==> config.mk <==
export PLATFORM = sky130hd
export DESIGN_NAME = chocorrol_pipe
export DESIGN_NICKNAME = d
export VERILOG_FILES = /design/src/rtl/chocorrol_pipe.sv
export SDC_FILE = /design/constraint.sdc
export NUM_CORES = 2
export LEC_CHECK = 0
export ABC_AREA = 0
export CAP_MARGIN = 20
export CORE_ASPECT_RATIO = 0.6
export CORE_MARGIN = 2
export CORE_UTILIZATION = 30
export DETAILED_ROUTE_END_ITERATION = 8
export GPL_TIMING_DRIVEN = 0
export PLACE_DENSITY = 0.51
export SETUP_SLACK_MARGIN = 0.5
export SYNTH_ARGS = -nofsm -noshare
export SYNTH_HDL_FRONTEND = slang
export SYNTH_SLANG_ARGS = --single-unit
==> constraint.sdc <==
create_clock -name CLK -period 3.9 [get_ports CLK]
set_clock_uncertainty 0.15 [all_clocks]
set_input_delay 1.17 -clock CLK [delete_from_list [all_inputs] [get_ports CLK]]
set_output_delay 1.17 -clock CLK [all_outputs]
set_load 0.05 [all_outputs]
==> src/rtl/chocorrol_pipe.sv <==
`default_nettype none
// ============================================================================
// Module      : chocorrol_pipe
// Description : Two-stage in-order instruction pipeline around a small
//               register file and an 8-function ALU.
//
//               Instruction word, most significant field first:
//                   {MC[1:0], OP1[ADDR_W], ALUC[2:0], OP2[ADDR_W], MB[ADDR_W]}
//
//               Stage S1 holds the decoded fields together with the operand
//               values read at acceptance. Stage S2 is the result register
//               (RESULTADO / CERO / ACARREO / OUT_VALID). The register-file
//               write of an instruction happens on the same edge its result
//               enters S2.
//
// Ports       : CLK          in   clock, rising-edge active
//               RST_N        in   asynchronous active-low reset
//               INSTRUCCION  in   instruction word (INSTR_W bits)
//               IN_VALID     in   INSTRUCCION is presented
//               IN_READY     out  instruction is accepted this cycle
//               RESULTADO    out  result of the retired instruction
//               OUT_VALID    out  RESULTADO/CERO/ACARREO are valid
//               OUT_READY    in   consumer takes the result
//               CERO         out  RESULTADO == 0
//               ACARREO      out  carry (ADD) / borrow (SUB), else 0
//
// Revision    : 1.0  initial release
// ============================================================================
module chocorrol_pipe #(
    parameter int DATA_W = 32,
    parameter int ADDR_W = 5,
    localparam int INSTR_W = 3 * ADDR_W + 5
) (
    input  logic               CLK,
    input  logic               RST_N,
    input  logic [INSTR_W-1:0] INSTRUCCION,
    input  logic               IN_VALID,
    output logic               IN_READY,
    output logic [DATA_W-1:0]  RESULTADO,
    output logic               OUT_VALID,
    input  logic               OUT_READY,
    output logic               CERO,
    output logic               ACARREO
);

    localparam int NREGS = 1 << ADDR_W;
    localparam int IMM_W = 2 * ADDR_W + 3;

    localparam logic [1:0] MC_NONE = 2'b00;
    localparam logic [1:0] MC_LOAD = 2'b01;
    localparam logic [1:0] MC_ALUW = 2'b10;

    localparam logic [2:0] OP_AND  = 3'b000;
    localparam logic [2:0] OP_OR   = 3'b001;
    localparam logic [2:0] OP_ADD  = 3'b010;
    localparam logic [2:0] OP_XOR  = 3'b011;
    localparam logic [2:0] OP_NOR  = 3'b100;
    localparam logic [2:0] OP_PASS = 3'b101;
    localparam logic [2:0] OP_SUB  = 3'b110;
    localparam logic [2:0] OP_SLT  = 3'b111;

    // ------------------------------------------------------------------
    // Instruction field extraction
    // ------------------------------------------------------------------
    logic [1:0]        mc_in;
    logic [ADDR_W-1:0] op1_in;
    logic [2:0]        aluc_in;
    logic [ADDR_W-1:0] op2_in;
    logic [ADDR_W-1:0] mb_in;
    logic [IMM_W-1:0]  imm_raw;
    logic [DATA_W-1:0] imm_in;

    assign mc_in   = INSTRUCCION[INSTR_W-1 -: 2];
    assign op1_in  = INSTRUCCION[3*ADDR_W+2 -: ADDR_W];
    assign aluc_in = INSTRUCCION[2*ADDR_W+2 -: 3];
    assign op2_in  = INSTRUCCION[2*ADDR_W-1 -: ADDR_W];
    assign mb_in   = INSTRUCCION[ADDR_W-1:0];
    // {OP1, ALUC, OP2} used as the load immediate
    assign imm_raw = INSTRUCCION[3*ADDR_W+2 : ADDR_W];

    // Immediate is zero-extended when narrower than the datapath and
    // truncated to its low DATA_W bits when wider.
    generate
        if (IMM_W >= DATA_W) begin : g_imm_trunc
            assign imm_in = imm_raw[DATA_W-1:0];
        end else begin : g_imm_zext
            assign imm_in = {{(DATA_W-IMM_W){1'b0}}, imm_raw};
        end
    endgenerate

    // ------------------------------------------------------------------
    // State
    // ------------------------------------------------------------------
    logic [DATA_W-1:0] regs [NREGS];

    logic              s1_valid;
    logic [1:0]        s1_mc;
    logic [2:0]        s1_aluc;
    logic [ADDR_W-1:0] s1_mb;
    logic [DATA_W-1:0] s1_imm;
    logic [DATA_W-1:0] s1_a;
    logic [DATA_W-1:0] s1_b;

    // ------------------------------------------------------------------
    // Handshake
    // ------------------------------------------------------------------
    logic stall;     // S2 holds an unconsumed result
    logic advance;   // S2 may load a new result (or drain) this edge
    logic accept;
    logic wb_en;     // register write happening at this edge

    assign stall    = OUT_VALID && !OUT_READY;
    assign advance  = !stall;
    // Gated by RST_N so nothing can be accepted while reset is asserted.
    assign IN_READY = RST_N && !(s1_valid && stall);
    assign accept   = IN_VALID && IN_READY;
    assign wb_en    = s1_valid && advance && ((s1_mc == MC_LOAD) || (s1_mc == MC_ALUW));

    // ------------------------------------------------------------------
    // ALU on the S1 operands
    // ------------------------------------------------------------------
    logic [DATA_W-1:0] alu_res;
    logic              alu_carry;

    always_comb begin
        alu_res   = '0;
        alu_carry = 1'b0;
        case (s1_aluc)
            OP_AND:  alu_res = s1_a & s1_b;
            OP_OR:   alu_res = s1_a | s1_b;
            OP_ADD:  {alu_carry, alu_res} = {1'b0, s1_a} + {1'b0, s1_b};
            OP_XOR:  alu_res = s1_a ^ s1_b;
            OP_NOR:  alu_res = ~(s1_a | s1_b);
            OP_PASS: alu_res = s1_a;
            // Bit DATA_W of the widened difference is the borrow (A < B).
            OP_SUB:  {alu_carry, alu_res} = {1'b0, s1_a} - {1'b0, s1_b};
            OP_SLT:  alu_res = {{(DATA_W-1){1'b0}}, (s1_a < s1_b)};
            default: alu_res = '0;
        endcase
    end

    // Result that enters S2 (and the register file) on the next advance.
    logic [DATA_W-1:0] res_next;
    logic              carry_next;

    always_comb begin
        res_next   = '0;
        carry_next = 1'b0;
        case (s1_mc)
            MC_NONE: begin
                res_next   = '0;
                carry_next = 1'b0;
            end
            MC_LOAD: begin
                res_next   = s1_imm;
                carry_next = 1'b0;
            end
            default: begin
                res_next   = alu_res;
                carry_next = alu_carry;
            end
        endcase
    end

    // ------------------------------------------------------------------
    // Operand read with bypass. A newly accepted instruction samples the
    // register file on the same edge that the older instruction writes it,
    // so a matching write must be forwarded or the old value would be seen.
    // ------------------------------------------------------------------
    logic [DATA_W-1:0] rd_a;
    logic [DATA_W-1:0] rd_b;

    assign rd_a = (wb_en && (s1_mb == op1_in)) ? res_next : regs[op1_in];
    assign rd_b = (wb_en && (s1_mb == op2_in)) ? res_next : regs[op2_in];

    // ------------------------------------------------------------------
    // S1: decoded fields and captured operands
    // ------------------------------------------------------------------
    always_ff @(posedge CLK or negedge RST_N) begin
        if (!RST_N) begin
            s1_valid <= 1'b0;
            s1_mc    <= '0;
            s1_aluc  <= '0;
            s1_mb    <= '0;
            s1_imm   <= '0;
            s1_a     <= '0;
            s1_b     <= '0;
        end else if (accept) begin
            s1_valid <= 1'b1;
            s1_mc    <= mc_in;
            s1_aluc  <= aluc_in;
            s1_mb    <= mb_in;
            s1_imm   <= imm_in;
            s1_a     <= rd_a;
            s1_b     <= rd_b;
        end else if (advance) begin
            s1_valid <= 1'b0;
        end
    end

    // ------------------------------------------------------------------
    // S2: result register and flags; held while the consumer stalls
    // ------------------------------------------------------------------
    always_ff @(posedge CLK or negedge RST_N) begin
        if (!RST_N) begin
            RESULTADO <= '0;
            CERO      <= 1'b0;
            ACARREO   <= 1'b0;
            OUT_VALID <= 1'b0;
        end else if (advance) begin
            if (s1_valid) begin
                RESULTADO <= res_next;
                CERO      <= (res_next == '0);
                ACARREO   <= carry_next;
                OUT_VALID <= 1'b1;
            end else begin
                OUT_VALID <= 1'b0;
            end
        end
    end

    // ------------------------------------------------------------------
    // Register file: single write port, written once per instruction on
    // the edge its result enters S2.
    // ------------------------------------------------------------------
    always_ff @(posedge CLK or negedge RST_N) begin
        if (!RST_N) begin
            for (int i = 0; i < NREGS; i++) begin
                regs[i] <= '0;
            end
        end else if (wb_en) begin
            regs[s1_mb] <= res_next;
        end
    end

endmodule
`default_nettype wire

==> results_dict.tcl <==
set metrics [dict create \
    run_status "complete, but fails checks" \
    violations "setup timing" \
    cts.clk_slew.worst_paths_ps 80 \
    tightest_slew_ps 1326 \
    cts_inserted_buffers 111 \
    cts-root-buf "clkbuf_16" \
    die_x_um 597.8 \
    r2r-end "CERO" \
    area_delta_synth_final_pct 19.43 \
    die-height_um 360.3 \
    finalPower_uw 44940 \
    ys_warn_count 0 \
    insertion_delay_ps 760 \
    viasPerCell 6.157 \
    rsz0062_at_grt "true" \
    fin_crit_sh_pct 111.9 \
    layout.cells.non_filler 9058 \
    report.final.slew_viol_count 0 \
    drive_above_1_share_pct 25.18 \
    synth-main-ff-cell "dfrtp_1" \
    synth_nets 5997 \
    ys_seq_area_share_pct 45.11 \
    worst-path-max-fanout 7 \
    drt-total-wl_um 315200 \
    endpoint_kind "flop" \
    initial_core_util_pct 30.25 \
    ys_top_cells_by_area "dfrtp_1 45%, mux4_2 23%, o21ai_0 9.4%" \
    num_rows 130 \
    p_switching_uw 18290 \
    cts_tree "done" \
    peakVddDrop_mv 0.4304 \
    synth-edff-count 0 \
    synth_top_family_by_area "multiplexers" \
    dr.pass1.iters 7 \
    syn_area_um2 63470 \
    clockBufferDepth 3 \
    clock_sinks 1144 \
    htree_levels 3 \
    setup_ws_ps -464.2 \
    drc 0 \
    grt_max_degree 169 \
    pin_count 60 \
    grt_pass1_wl_um 428800 \
    nNetsFinal 6315 \
    p_per_area_nw_per_um2 592.8 \
    dp.cells 8732 \
    hold_viol_final 0 \
    cap_viol_max_count 0 \
    synthDistinctLibCells 92 \
    vias 55773 \
    dieArea_um2 215400 \
    r2r_setup_slack_ps -460 \
    num-fill-cells 20859 \
    syn_avg_cell_area_um2 10.81 \
    crit_top_cell "buf_12" \
    portBuffers 51 \
    post-route-min-period_ps 4364 \
    swShare_pct 40.71 \
    synth.area.mux_share_pct 24.94 \
    seqPwrFrac_pct 33.2 \
    grt_pass1_vias 52042 \
    r2r-start "s1_b[5]" \
    drt_iter0_drc 9044 \
    critPathArrivalTime_ps 4860 \
    slew_headroom_pct 11.62 \
    yosysTopAreaCellShare_pct 45.11 \
    p_int_uw 26650 \
    synth_compound_area_share_pct 13.35 \
    overflow 0 \
    power.leakage_uw 0.03099 \
    drtAntennaViolNets 0 \
    slowest_stage "dfrtp_1" \
    p_clk_share_pct 25.8 \
    hpwl_um 237000 \
    hp-class "input port to async pin" \
    combPwrFrac_pct 40.9 \
    synthSimpleGateAreaFrac_pct 10.26 \
    worstPathRequired_ps 4390 \
    antenna_found_initial 41 \
    worstPathCellList "inv_2 > ha_4 > nor2b_2 > o211ai_1 > a311oi_2 > o31ai_4 > buf_12 > a31oi_4 > buf_12 > a2111oi_4 > o21ai_1 > a32o_1 > a221o_2 > o31a_4 > buf_12 > a41o_1" \
    crit_type "flop to flop" \
    synth_xor_area_share_pct 0.2346 \
    syn_inst 5870 \
    crit_path_max_incr_delay_ps 430 \
    ff2ff_path_depth 16 \
    yosysTopAreaCell "dfrtp_1" \
    routabilityCongestion 1.015 \
    grt_usage_pct 28.51 \
    fmax_ghz 0.2291 \
    finalSetupViolCount 660 \
    cp-start-kind "flop" \
    synthAdderAreaFrac_pct 2.054 \
    ys_ff_latch 1144 \
    fp.coreArea_um2 209800 \
    postLayoutCoreUtil_pct 36.13 \
    wl_per_cell_um 34.80 \
    async_flop_share_pct 100.0 \
]
==> state kept, by name, summed over array words and instances, names as in the netlist <==
signal	cells
ACARREO	1
CERO	1
OUT_VALID	1
RESULTADO	32
regs	1024
s1_a	32
s1_aluc	2
s1_b	32
s1_imm	11
s1_mb	5
s1_mc	2
s1_valid	1
==> stage by stage <==
| stage | worst slack [ps] | setup TNS (ps) | hold WS [ps] | cell area (µm²) |
|---|---|---|---|---|
| after global routing | -427.2 | -148820 | 168.3 | 75780 |
| after CTS | -281.5 | -63350 | 158.8 | 74260 |
| after detailed placement | -2116 | -1926620 | 319.8 | 68740 |
| final | -464.2 | -114820 | 160.1 | 75800 |
| after global placement | -56460 | - | 309.7 | 67920 |
| after floorplan | 400.2 | 0 | 307.0 | 63940 |
==> routing by layer <==
metal  track usage (%)  up-vias  share of wire (%)
li1                  -    21950                  -
met1             41.68    29180                 42
met2             31.97     4212                 34
met3             20.19      407                 21
met4             6.695       24                2.7
met5             2.220        -               0.27
==> synthesized netlist by cell type (all sizes together), types with 5 or more instances <==
cell,number
a2111oi,6
a211oi,18
a21o,10
a21oi,133
a221oi,5
a22oi,6
a311oi,5
a31oi,9
and2,10
and3,12
buf,96
clkbuf,468
dfrtp,1144
ha,101
inv,105
mux2,90
mux2i,40
mux4,640
nand2,1308
nand2b,10
nand3,23
nand3b,6
nand4,19
nor2,122
nor2b,28
nor3,32
nor3b,7
nor4,10
o211a,12
o211ai,13
o21a,13
o21ai,1229
o21bai,12
o221ai,6
o22ai,8
o31a,5
o31ai,20
or3,8
xnor2,11
xor2,6
==> how the worst max path moves through the flow <==
stage                           end      from  slack, ps
after CTS                 regs[377]   s1_b[1]       -280
after global placement      s1_a[1]     RST_N     -56460
after detailed placement  regs[433]  s1_mc[0]      -2120
final                          CERO   s1_b[5]       -460
after global routing           CERO   s1_b[1]       -430
after floorplan                CERO   s1_a[2]        400
==> logic make-up (layout without fill, tap and decap cells) <==
family,count (synthesis),in the layout
AOI/OAI and AO/OA,1553,1555
xor gates and xnor gates,17,17
adders and majority gates,103,103
buffers and inverters,670,1073
DFF,1144,1144
muxes,770,770
other,0,11
and+or+nand+nor,1613,1613
==> worst max-delay path: cells and delay by family, from the launching register on <==
| family | cells | cell delay, ps |
|---|---|---|
| adder cells (fa/ha/maj) | 1 | 180 |
| buffers and inverters | 4 | 640 |
| AO/OA/AOI/OAI | 10 | 2660 |
| flip-flops | 1 | 430 |
| AND/OR/NAND/NOR | 1 | 160 |
==> cells in the final DEF, fill, tap and decap left out, types with 12 or more instances in the layout <==
master	Yosys	layout
nand3_1	23	21
buf_6	1	27
clkbuf_4	0	27
nor3_1	31	24
clkbuf_1	464	326
clkbuf_16	0	125
and3_1	12	12
inv_2	1	15
o21ai_2	0	52
dfrtp_1	1144	1120
clkbuf_2	4	98
o21ai_1	37	70
o21ai_0	1192	1104
mux2_2	90	88
buf_12	0	29
mux2i_1	40	40
nand4_1	19	19
clkdlybuf4s50_1	0	49
nor2b_1	28	26
clkbuf_8	0	34
buf_16	0	13
a21oi_1	132	106
buf_2	29	27
buf_8	0	35
dfrtp_2	0	24
mux4_2	640	640
ha_1	101	85
inv_1	104	88
nand2_1	1308	1294
a21oi_2	1	18
nor2_1	122	110
buf_4	2	121
o211ai_1	13	13
clkinv_2	0	19
==> power groups by stage <==
stage	Clock (µW)	Sequential (µW)	Combinational, µW
after floorplan	0	14900	7290
after global placement	0	14800	12700
after detailed placement	0	15000	13900
after CTS	11600	14800	15700
after global routing	12200	15100	18800
final	11600	14900	18400
==> what timing repair did <==
item                       4_1_cts  5_1_grt
hold buffers                     0        0
gates cloned                    10        6
pin swaps                       36       68
gates resized for setup        335      374
setup buffers                   50       46
setup endpoints to repair     1466     1460
==> cell type report <==
cell class / count / area [µm²] / area share (%)
sequential: 1144 / 28660 / 37.81
antenna: 11 / 27.53 / 0.03631
multi-input combinational: 4058 / 33700 / 44.46
clock inverter: 39 / 484.2 / 0.6388
tap: 2772 / 3468 / 4.576
inverter: 106 / 409.1 / 0.5398
clock buffer: 161 / 3228 / 4.259
timing repair buffer: 203 / 2626 / 3.465
buffer: 564 / 3198 / 4.219
No activity file was read; power rests on OpenSTA's default activity.
